===== src/rtl/if_id_stage.sv =====
// IF stage + IF/ID register: 1-cycle imem_addr -> if_id_instr; stall holds PC/IF/ID, redirect/flush bubble IF/ID.
// Optional IF_PERF_CNT_EN adds fetch_cnt/bubble_cnt performance counters.
module if_id_stage #(
  parameter logic [31:0] PC_RESET = 32'h0000_0000
) (
  input  logic        clk,
  input  logic        rst,
  input  logic        stall,
  input  logic        flush,
  input  logic        jump,
  input  logic [25:0] jump_index,
  input  logic        branch_taken,
  input  logic [31:0] branch_target,
  output logic [31:0] imem_addr,
  input  logic [31:0] imem_rdata,
  output logic [31:0] if_id_instr,
  output logic [31:0] if_id_pc4,
  output logic        if_id_valid,
  output logic [5:0]  op_code
`ifdef IF_PERF_CNT_EN
  ,
  output logic [31:0] fetch_cnt,
  output logic [31:0] bubble_cnt
`endif
);

  typedef struct packed {
    logic [31:0] instr;
    logic [31:0] pc4;
    logic        valid;
  } ifIdT;

  logic [31:0] pc;
  logic [31:0] pc4;
  logic [31:0] nextPc;
  logic        redirect;
  logic        clearIfId;
  ifIdT        ifId;
  ifIdT        ifIdNext;

  assign pc4       = pc + 32'd4;
  assign redirect  = branch_taken | jump;
  assign clearIfId = redirect | flush;

  // Redirect wins over stall: the stalled wrong-path word is dropped anyway.
  always_comb begin
    nextPc = pc4;
    if (branch_taken)
      nextPc = branch_target & 32'hFFFF_FFFC;
    else if (jump)
      nextPc = {ifId.pc4[31:28], jump_index, 2'b00};
    else if (stall)
      nextPc = pc;
  end

  always_comb begin
    ifIdNext = '{instr: imem_rdata, pc4: pc4, valid: 1'b1};
    if (clearIfId)
      ifIdNext = '0;
    else if (stall)
      ifIdNext = ifId;
  end

  always_ff @(posedge clk or posedge rst) begin
    if (rst) begin
      pc   <= PC_RESET;
      ifId <= '0;
    end else begin
      pc   <= nextPc;
      ifId <= ifIdNext;
    end
  end

  assign imem_addr   = pc;
  assign if_id_instr = ifId.instr;
  assign if_id_pc4   = ifId.pc4;
  assign if_id_valid = ifId.valid;
  assign op_code     = ifId.instr[31:26];

`ifdef IF_PERF_CNT_EN
  // A stalled edge and a cleared edge each count as one lost issue slot.
  always_ff @(posedge clk or posedge rst) begin
    if (rst) begin
      fetch_cnt  <= '0;
      bubble_cnt <= '0;
    end else begin
      if (!clearIfId && !stall)
        fetch_cnt <= fetch_cnt + 32'd1;
      if (clearIfId || stall)
        bubble_cnt <= bubble_cnt + 32'd1;
    end
  end
`endif

endmodule


===== config.mk =====
export PLATFORM = sky130hd
export DESIGN_NAME = if_id_stage
export DESIGN_NICKNAME = d
export VERILOG_FILES = /design/src/rtl/if_id_stage.sv
export SDC_FILE = /design/constraint.sdc
export NUM_CORES = 1
export LEC_CHECK = 0
export ABC_AREA = 1
export BUFFER_PORTS_ARGS = -buffer_cell sky130_fd_sc_hd__buf_2
export CAP_MARGIN = 40
export CORE_ASPECT_RATIO = 1.75
export CORE_MARGIN = 1.5
export CORE_UTILIZATION = 36
export DETAILED_ROUTE_END_ITERATION = 8
export MAX_ROUTING_LAYER = met4
export PLACE_DENSITY = 0.74
export SKIP_CTS_REPAIR_TIMING = 1
export SLEW_MARGIN = 20
export SYNTH_ARGS = -nofsm -noshare
export SYNTH_HDL_FRONTEND = slang
export SYNTH_SLANG_ARGS = --single-unit

===== constraint.sdc =====
create_clock -name clk -period 3.4 [get_ports clk]
set_input_delay 0 -clock clk [delete_from_list [all_inputs] [get_ports clk]]
set_output_delay 0 -clock clk [all_outputs]
set_load 0.02 [all_outputs]

==> run metrics, run 1 <==
Tot Pwr 2.92 mW; commonest non-fill, non-tap cell in the layout buf_2; Via Count 5,335; vias in the first global route 5,056; CP Launch Type register; Comb pwr share 0.196; Worst Skew 0.00819 ns; Initial Util 0.369; cell repeated most along the worst path nand2_1; CP Capture Type register; setup TNS 0 ns; Die Area 0.0151 mm^2; Chip Width 93.5 um; Critical Path Max Stage Delay 0.42 ns; ANT nets after route 0; min Tclk post-route 1.77 ns; total track usage 0.220; worst-path maximum fanout 5; Clk pwr share 0.379; Slew Limit Fails 0; share of cells above drive strength 1 0.280; clk_lat worst skew 0.34 ns; H-tree level count 3; sw frac 0.306; routability congestion estimate 0.868; reg2reg start imem_addr[3]; Yosys warning total 0; Starting DRT DRC Count 313; Residual DRC 0; Critical path origin imem_addr[3]; nets 954; Post-Syn Area 0.00516 mm^2; required time worst endpoint 3.66 ns; Mapped Cells 643; Netlist cell types 30; CP endpoint imem_addr[16]; Sink Count 93; Worst slew margin 0.550; I/O Buffers 192; final setup vio count 0; FMAX 565 MHz; clock root buffer clkbuf_16; PD cells 420 mW/mm^2; failing checks negative hold slack; area grow syn2layout 34.4%; synthesized area per cell 8.03 um^2; CTS buffer count 9; Internal Power 2.03 mW; Slew @ Worst Pin 0.675 ns; RSZ-0062 raised after global routing false; Seq/Total Area, Yosys 0.451; Worst Reg-to-Reg Cells 9; Hold/Removal Path Class in2reg; status finished with violations; Remaining Overflow, GRT 0; critical path cell sequence ha_1, nand2_1, nor2_4, nand2_1, nor2_2, nand2_1, nand3_1, nand2_1, a22oi_1; antenna violations before repair 1; Worst Path Class, Setup reg2reg; wire per inst 15.9 um; Worst path slowest cell dfrtp_1; # IOs 199; Sequential Power Share 0.424; global-route wire length before repair 25.3 mm; WL final 16.6 mm; VDD IR max 0.241 mV; Lkg Pwr 3.66 nW; Core Box Area 0.0140 mm^2; most frequent cells in the layout 192 x buf_2, 159 x nand2_1, 93 x dfrtp_1; family with the most delay on the worst path simple AND/OR/NAND/NOR gates; FF+latch count, synth 93; row count 57; Fin Hold WS -0.0481 ns; clk slew on worst S/H paths 0.07 ns; Bufs on Longest Clock Path 2; final hold vios 14; MaxCap Viol Count 0; Final period util 0.520; FF-to-FF setup slack 1.63 ns; die height 161 um; Sw Pwr 892 uW; CTS tree done; largest net degree at the start of global routing 60; Critical R2R Capture imem_addr[16]; WP depth 9; dpl hpwl 11.6 mm; TritonRoute pass-1 iters 5; WP buf/inv 0; post-DR vias/cell 5.13; critical path data arrival time 2.03 ns
==> sequential cells by signal, summed over array words and instances, names as in the netlist <==
| name | count |
|---|---|
| if_id_instr | 32 |
| if_id_pc4 | 30 |
| if_id_valid | 1 |
| imem_addr | 30 |
==> worst register-to-register path: cells and delay by family, from the launching register on <==
family	cells	cell delay, ns
and+or+nand+nor	7	0.88
adders and majority gates	1	0.25
AOI/OAI and AO/OA	1	0.14
DFF	1	0.42
==> cell usage after synthesis (all sizes together) <==
master	number	area (um^2)
a21oi	49	260
buf	33	209
o22ai	3	18.8
clkbuf	10	57.6
o21a	2	15.0
ha	1	12.5
xnor2	1	8.76
a22oi	8	60.1
nand2	163	632
inv	42	158
nand3	51	255
and2	3	18.8
o21ai	26	130
xor2	6	52.6
clkinv	2	7.51
dfrtp	93	2330
conb	1	3.75
dlygate4sd1	3	26.3
nor2	103	482
a32o	43	430
==> worst min path at each step <==
stage                     cells after the start         endpoint              start
final                                         3     imem_addr[2]   branch_target[2]
after global routing                          3    imem_addr[16]  branch_target[16]
after CTS                                     2  if_id_instr[29]                rst
after detailed placement                      2   if_id_instr[1]                rst
after global placement                        2   if_id_instr[0]                rst
after floorplan                               1      if_id_valid              stall
==> cell type report <==
cell class              count  area (um^2)
clock inverters             7         97.6
inverters                  44          168
fillers                  1414         7040
flip-flops and latches     93         2330
diodes                      1         2.50
well taps                 177          221
repair buffers            246         1500
multi-input cells         463         2400
clock buffers               9          225
==> cell families after synthesis <==
| kind of cell | after synthesis | synth area share |
|---|---|---|
| compound gates | 131 | 0.177 |
| xor+xnor | 7 | 0.0119 |
| fa+ha+maj | 1 | 0.00242 |
| buf+inv | 90 | 0.0887 |
| flops | 93 | 0.451 |
| other cells | 1 | 0.000726 |
| simple gates | 320 | 0.269 |
==> power groups by stage <==
stage / Sequential (mW) / Combinational [mW] / Clock (mW)
6_report: 1.24 / 0.573 / 1.11
5_1_grt: 1.25 / 0.634 / 1.17
4_1_cts: 1.24 / 0.533 / 1.13
3_5_place_dp: 1.26 / 0.532 / 0
3_3_place_gp: 1.26 / 0.525 / 0
2_1_floorplan: 1.31 / 0.281 / 0
==> through the flow <==
| stage | util | std cells | setup WS (ns) | hold slack (ns) | cell area (um^2) |
|---|---|---|---|---|---|
| floorplan | - | 646 | 0.980 | 0.0851 | 5180 |
| global placement | 0.440 | 977 | 1.34 | -0.00926 | 6150 |
| detailed placement | 0.440 | 977 | 1.32 | -0.0171 | 6150 |
| CTS | 0.463 | 993 | 1.62 | -0.385 | 6470 |
| global route | 0.497 | 1040 | 1.47 | 0.000826 | 6940 |
| finish | 0.497 | 1040 | 1.63 | -0.0481 | 6940 |
==> routing by layer <==
metal  GRT usage  part of all wire  vias up
li1            -                 -     2574
met1       0.246              0.38     2498
met2       0.375              0.52      219
met3      0.0344             0.055       44
met4       0.111             0.043        0
met5           -                 0        -
No activity file was read; power rests on OpenSTA's default activity.
==> run 2: changes to the inputs <==
Settings changed: ABC_AREA 1 to 0, PLACE_DENSITY 0.74 to 0.77.
Clock period 3.4 ns to 1.4 ns, I/O delays scaled along.
==> run metrics, run 2 <==
clock root buffer clkbuf_16; Fill cells 1,128 (-20%); CTS tree done; FF+latch count, synth 93 (unchanged); most frequent cells in the layout 191 x buf_2, 75 x dfrtp_1, 72 x buf_4; Starting DRT DRC Count 391 (+25%); commonest non-fill, non-tap cell in the layout buf_2; share of cells above drive strength 1 0.432 (+0.153); final setup vio count 50 (+50); Yosys warning total 0 (unchanged); Lkg Pwr 3.93 nW (+7.4%); Tot Pwr 7.50 mW (+160%); wire per inst 16.9 um (+6.2%); Worst Skew 0.00998 ns (+0.00180 ns); WL final 17.5 mm (+5.4%); VDD IR max 0.625 mV (+160%); hold depth 3 (unchanged); Synth top area share 0.466 (+0.0157); Residual DRC 0 (unchanged); largest cells by area after synthesis dfrtp_1 47%, mux2i_1 8.2%, a21oi_1 6.0%, nor2_1 5.5%, xnor2_1 4.4%; CP Launch Type register; Netlist cell types 48 (+60%); ANT cells 0 (-1); FMAX 512 MHz (-9.3%); most frequent cells after synthesis 93 x dfrtp_1, 73 x nor2_1, 60 x a21oi_1; ANT nets after route 0 (unchanged); required time worst endpoint 1.66 ns (-2.00 ns); Slew @ Worst Pin 0.559 ns (-0.117 ns); clk slew on worst S/H paths 0.07 ns (about the same); Mapped Cells 541 (-16%); Die Area 0.0146 mm^2 (-3.3%); Post-synth EDFFs 0 (unchanged); synthesized area per cell 9.23 um^2 (+15%); antenna violations before repair 0 (-1); metal2 WL 9.19 mm (+6.0%); max FFs per register 32 (unchanged); H-tree level count 3 (unchanged); I/O Buffers 192 (unchanged); routability congestion estimate 0.933 (+7.5%); Post-Syn Area 0.00499 mm^2 (-3.4%); # IOs 199 (unchanged); Critical R2R Capture imem_addr[27]; worst-path maximum fanout 4 (-1); worst hold start branch_target[8]; Worst slew margin 0.628 (+0.0778); leading cell type by number of instances after synthesis dfrtp_1; min Tclk post-route 1.95 ns (+0.182 ns); Slew Limit Fails 0 (unchanged); Worst Reg-to-Reg Cells 5 (-4); Core Box Area 0.0135 mm^2 (-3.8%); TritonRoute pass-1 iters 4 (-1); Worst Path Class, Setup reg2reg; Seq/Total Area, Yosys 0.466 (+0.0157); status finished with violations; RSZ-0062 raised after global routing true; Bufs on Longest Clock Path 2 (unchanged); dpl hpwl 11.7 mm (+1.5%); clk_lat worst skew 0.35 ns (about the same); final hold vios 2 (-12); wl on met1 6.66 mm (+6.3%); FF-to-FF setup slack -0.55 ns (-2.18 ns); Hold/Removal Path Class in2reg; global-route wire length before repair 24.6 mm (-2.9%); Async SR Flop Fraction 1.00 (unchanged); PD cells 930 mW/mm^2 (+120%); nets 950 (-0.42%); Hold Path Sink imem_addr[8]; Worst Slack Setup Final -0.552 ns (-2.18 ns); Initial Util 0.371 (+0.00151); vias in the first global route 4,809 (-4.9%); die height 159 um (-1.7%); failing checks negative hold slack, negative setup slack; Placed Area 0.00666 mm^2 (+8.3%); Chip Width 92.0 um (-1.6%); met3 WL 860 um (-5.7%); Via Count 5,344 (+0.17%); Final period util 1.39 (+0.874); largest net degree at the start of global routing 94 (+57%); post-route cell area 0.00807 mm^2 (+16%); critical path data arrival time 2.21 ns (+0.18 ns); area grow syn2layout 61.7%; Post-Place Cells 934 (-4.4%); row count 56 (-1.8%); Synth area leader dfrtp_1; MaxCap Viol Count 0 (unchanged); CP Capture Type register; total track usage 0.222 (+0.00182); Max Used Layer met4; CTS buffer count 9 (unchanged); post-DR vias/cell 5.18 (+0.95%); Fin Hold WS -0.00919 ns (+0.0389 ns); Sink Count 93 (unchanged); reg2reg start imem_addr[10]; Remaining Overflow, GRT 0 (unchanged); ys flop type dfrtp_1; fin cells 1,032 (-0.77%)
## run 2: cell count changes in the layout (fill, tap and decap cells not counted), moves of 28 or more
| cell | change |
|---|---|
| nand2_1 | -127 |
| mux2i_1 | +41 |
| inv_1 | -28 |
| buf_4 | +65 |
| nand3_1 | -36 |
| a32o_1 | -43 |
## run 2: stage by stage
step / worst slack (ns) / util / TNS (ns)
2_1_floorplan: -0.793 / - / -13.14
4_1_cts: -0.640 / 0.519 / -15.45
5_1_grt: -0.608 / 0.600 / -16.86
3_5_place_dp: -0.588 / 0.495 / -14.30
6_report: -0.552 / 0.600 / -12.89
3_3_place_gp: -0.569 / 0.495 / -13.45
## run 2: worst max-delay path: stages, from the launching register on
cell,delay (ns)
dfrtp_2,0.39
nand4_4,0.12
or4b_4,0.57
or3_4,0.40
a21o_1,0.18
a211oi_2,0.21
## run 2: worst max path at each step
stage | startpoint | to | slack (ns) | cells past startpoint
CTS | imem_addr[10] | imem_addr[27] | -0.64 | 5
global route | imem_addr[14] | imem_addr[27] | -0.61 | 5
finish | imem_addr[10] | imem_addr[27] | -0.55 | 5
detailed placement | imem_addr[10] | imem_addr[27] | -0.59 | 5
global placement | imem_addr[10] | imem_addr[27] | -0.57 | 5
floorplan | imem_addr[18] | imem_addr[27] | -0.79 | 6
## run 2: kinds of logic after synthesis
logic type / share of synthesized area
AND/OR/NAND/NOR: 0.174
AO/OA/AOI/OAI: 0.153
flip-flops: 0.466
buffers and inverters: 0.0559
multiplexers: 0.0822
XOR/XNOR: 0.0649
adder cells (fa/ha/maj): 0.00251
other: 0.000751
## run 2: final cells by class
type,instances,area (um^2),area share
clock buffers,10,229,0.0284
multi-input cells,389,2740,0.339
clock inverters,6,95.1,0.0118
flip-flops and latches,93,2350,0.291
well taps,174,218,0.0270
inverters,14,56.3,0.00698
repair buffers,346,2390,0.296
## run 2: power breakdown
group,internal [mW],switching (mW)
clock,1.59,1.12
combinational,0.849,1.03
sequential,2.83,0.0981
## run 2: layer usage
layer	vias to the layer above	global-route usage
met1	2545	0.252
met2	240	0.367
met4	0	0.115
met5	-	-
met3	54	0.0431
li1	2505	-
==> run 3: changes to the inputs <==
Settings changed: RECOVER_POWER set to 100.
==> run metrics, run 3 (synthesis results as in run 2) <==
Initial Util 0.371 (unchanged); final hold vios 2 (unchanged); Hold Path Sink imem_addr[8]; H-tree level count 3 (unchanged); worst-path maximum fanout 4 (unchanged); routability congestion estimate 0.933 (unchanged); Sink Count 93 (unchanged); min Tclk post-route 1.96 ns (+0.0118 ns); hold depth 3 (unchanged); CP Launch Type register; most frequent cells in the layout 102 x clkbuf_1, 93 x buf_2, 77 x dfrtp_1; vias in the first global route 4,809 (unchanged); Lkg Pwr 3.54 nW (-10%); Residual DRC 0 (unchanged); Remaining Overflow, GRT 0 (unchanged); clock root buffer clkbuf_16; area grow syn2layout 58.4%; ANT nets after route 0 (unchanged); post-DR vias/cell 5.19 (+0.26%); Worst Skew 0.0102 ns (+0.000265 ns); Worst slew margin 0.385 (-0.243); worst hold start branch_target[8]; Comb pwr share 0.244 (-0.006); CP Capture Type register; I/O Buffers 192 (unchanged); status finished with violations; global-route wire length before repair 24.6 mm (unchanged); footprint of the multi-input gates 0.00272 mm^2 (-0.46%); Worst Path Class, Setup reg2reg; total track usage 0.222 (unchanged); Bufs on Longest Clock Path 2 (unchanged); share of cells above drive strength 1 0.311 (-0.121); Via Count 5,358 (+0.26%); Fill cells 1,199 (+6.3%); Fin Hold WS -0.00590 ns (+0.00329 ns); sw frac 0.301 (+0.00182); MaxCap Viol Count 0 (unchanged); critical path cell sequence nand4_4, or4b_4, or3_4, a21o_1, a211oi_2; FF-to-FF setup slack -0.56 ns (about the same); dpl hpwl 11.7 mm (unchanged); Sw Pwr 2.24 mW (-0.22%); Worst Reg-to-Reg Cells 5 (unchanged); Sequential cell area 0.00235 mm^2 (-0.11%); WL final 17.5 mm (about the same); Starting DRT DRC Count 347 (-11%); Worst path slowest cell or4b_4; largest net degree at the start of global routing 94 (unchanged); PD cells 941 mW/mm^2 (+1.2%); VDD IR max 0.624 mV (-0.19%); Die Area 0.0146 mm^2 (unchanged); Clk pwr share 0.363 (+0.002); Worst Slack Setup Final -0.564 ns (-0.0118 ns); CTS tree done; commonest non-fill, non-tap cell in the layout clkbuf_1; Core Box Area 0.0135 mm^2 (unchanged); clk slew on worst S/H paths 0.07 ns (about the same); Final period util 1.40 (+0.00842); reg2reg start imem_addr[10]; CTS buffer count 9 (unchanged); antenna violations before repair 0 (unchanged); required time worst endpoint 1.66 ns (about the same); die height 159 um (unchanged); final setup vio count 52 (+4.0%); Hold/Removal Path Class in2reg; row count 56 (unchanged); Slew Limit Fails 0 (unchanged); clk_lat worst skew 0.35 ns (about the same); Critical Path Max Stage Delay 0.57 ns (about the same); TritonRoute pass-1 iters 5 (+1); nets 950 (unchanged); Chip Width 92.0 um (unchanged); Critical R2R Capture imem_addr[27]; ANT cells 0 (unchanged); RSZ-0062 raised after global routing true; Sequential Power Share 0.392 (+0.002); # IOs 199 (unchanged); critical path data arrival time 2.22 ns (about the same); FMAX 509 MHz (-0.60%); Tot Pwr 7.44 mW (-0.83%); failing checks negative hold slack, negative setup slack; wire per inst 16.9 um (about the same); max FFs per register 32 (unchanged); Slew @ Worst Pin 0.923 ns (+0.364 ns); Internal Power 5.20 mW (-1.1%)
## run 3: cell count changes in the layout (fill, tap and decap cells not counted), sizes merged
| cell | previous run | this run |
|---|---|---|
| clkbuf | 10 | 114 |
| buf | 277 | 173 |
## run 3: worst max-delay path by stage
| stage | from | end | slack, ns |
|---|---|---|---|
| after floorplan | imem_addr[18] | imem_addr[27] | -0.79 |
| after global placement | imem_addr[10] | imem_addr[27] | -0.57 |
| after detailed placement | imem_addr[10] | imem_addr[27] | -0.59 |
| after CTS | imem_addr[10] | imem_addr[27] | -0.64 |
| after global routing | imem_addr[14] | imem_addr[27] | -0.61 |
| final | imem_addr[10] | imem_addr[27] | -0.56 |
## run 3: per-stage QoR
step	cell area, um^2	TNS (ns)	instances	setup slack [ns]	utilization
6_report	7910	-14.26	1032	-0.564	0.588
3_5_place_dp	6660	-14.30	934	-0.588	0.495
2_1_floorplan	5150	-13.14	544	-0.793	-
4_1_cts	6980	-15.45	950	-0.640	0.519
3_3_place_gp	6660	-13.45	934	-0.569	0.495
5_1_grt	7910	-18.99	1032	-0.608	0.588
## run 3: power by group through the flow
| stage | sequential, mW | clock [mW] | combinational, mW |
|---|---|---|---|
| 2_1_floorplan | 3.20 | 0 | 0.664 |
| 3_3_place_gp | 2.97 | 0 | 1.56 |
| 3_5_place_dp | 2.97 | 0 | 1.58 |
| 4_1_cts | 2.92 | 2.75 | 1.59 |
| 5_1_grt | 2.94 | 2.87 | 1.96 |
| 6_report | 2.92 | 2.70 | 1.82 |
## run 3: cell type report
type	instances	share of cell area
clock buffer	10	0.0290
clock inverter	6	0.0120
inverter	14	0.00712
multi-input combinational	389	0.344
sequential	93	0.297
tap	174	0.0275
timing repair buffer	346	0.283
## run 3: worst max-delay path, delay by kind of cell (launching register included)
kind | cells | cell delay [ns]
flip-flops | 1 | 0.39
AO/OA/AOI/OAI | 2 | 0.41
AND/OR/NAND/NOR | 3 | 1.09
## run 3: routing by layer
layer  wire length [um]  GRT usage  vias to the layer above  share of wire
met5                  0          -                        -              0
met4                700      0.115                        0          0.040
met3                950     0.0431                       51          0.054
met2               9210      0.367                      246           0.53
met1               6590      0.252                     2553           0.38
li1                   -          -                     2508              -
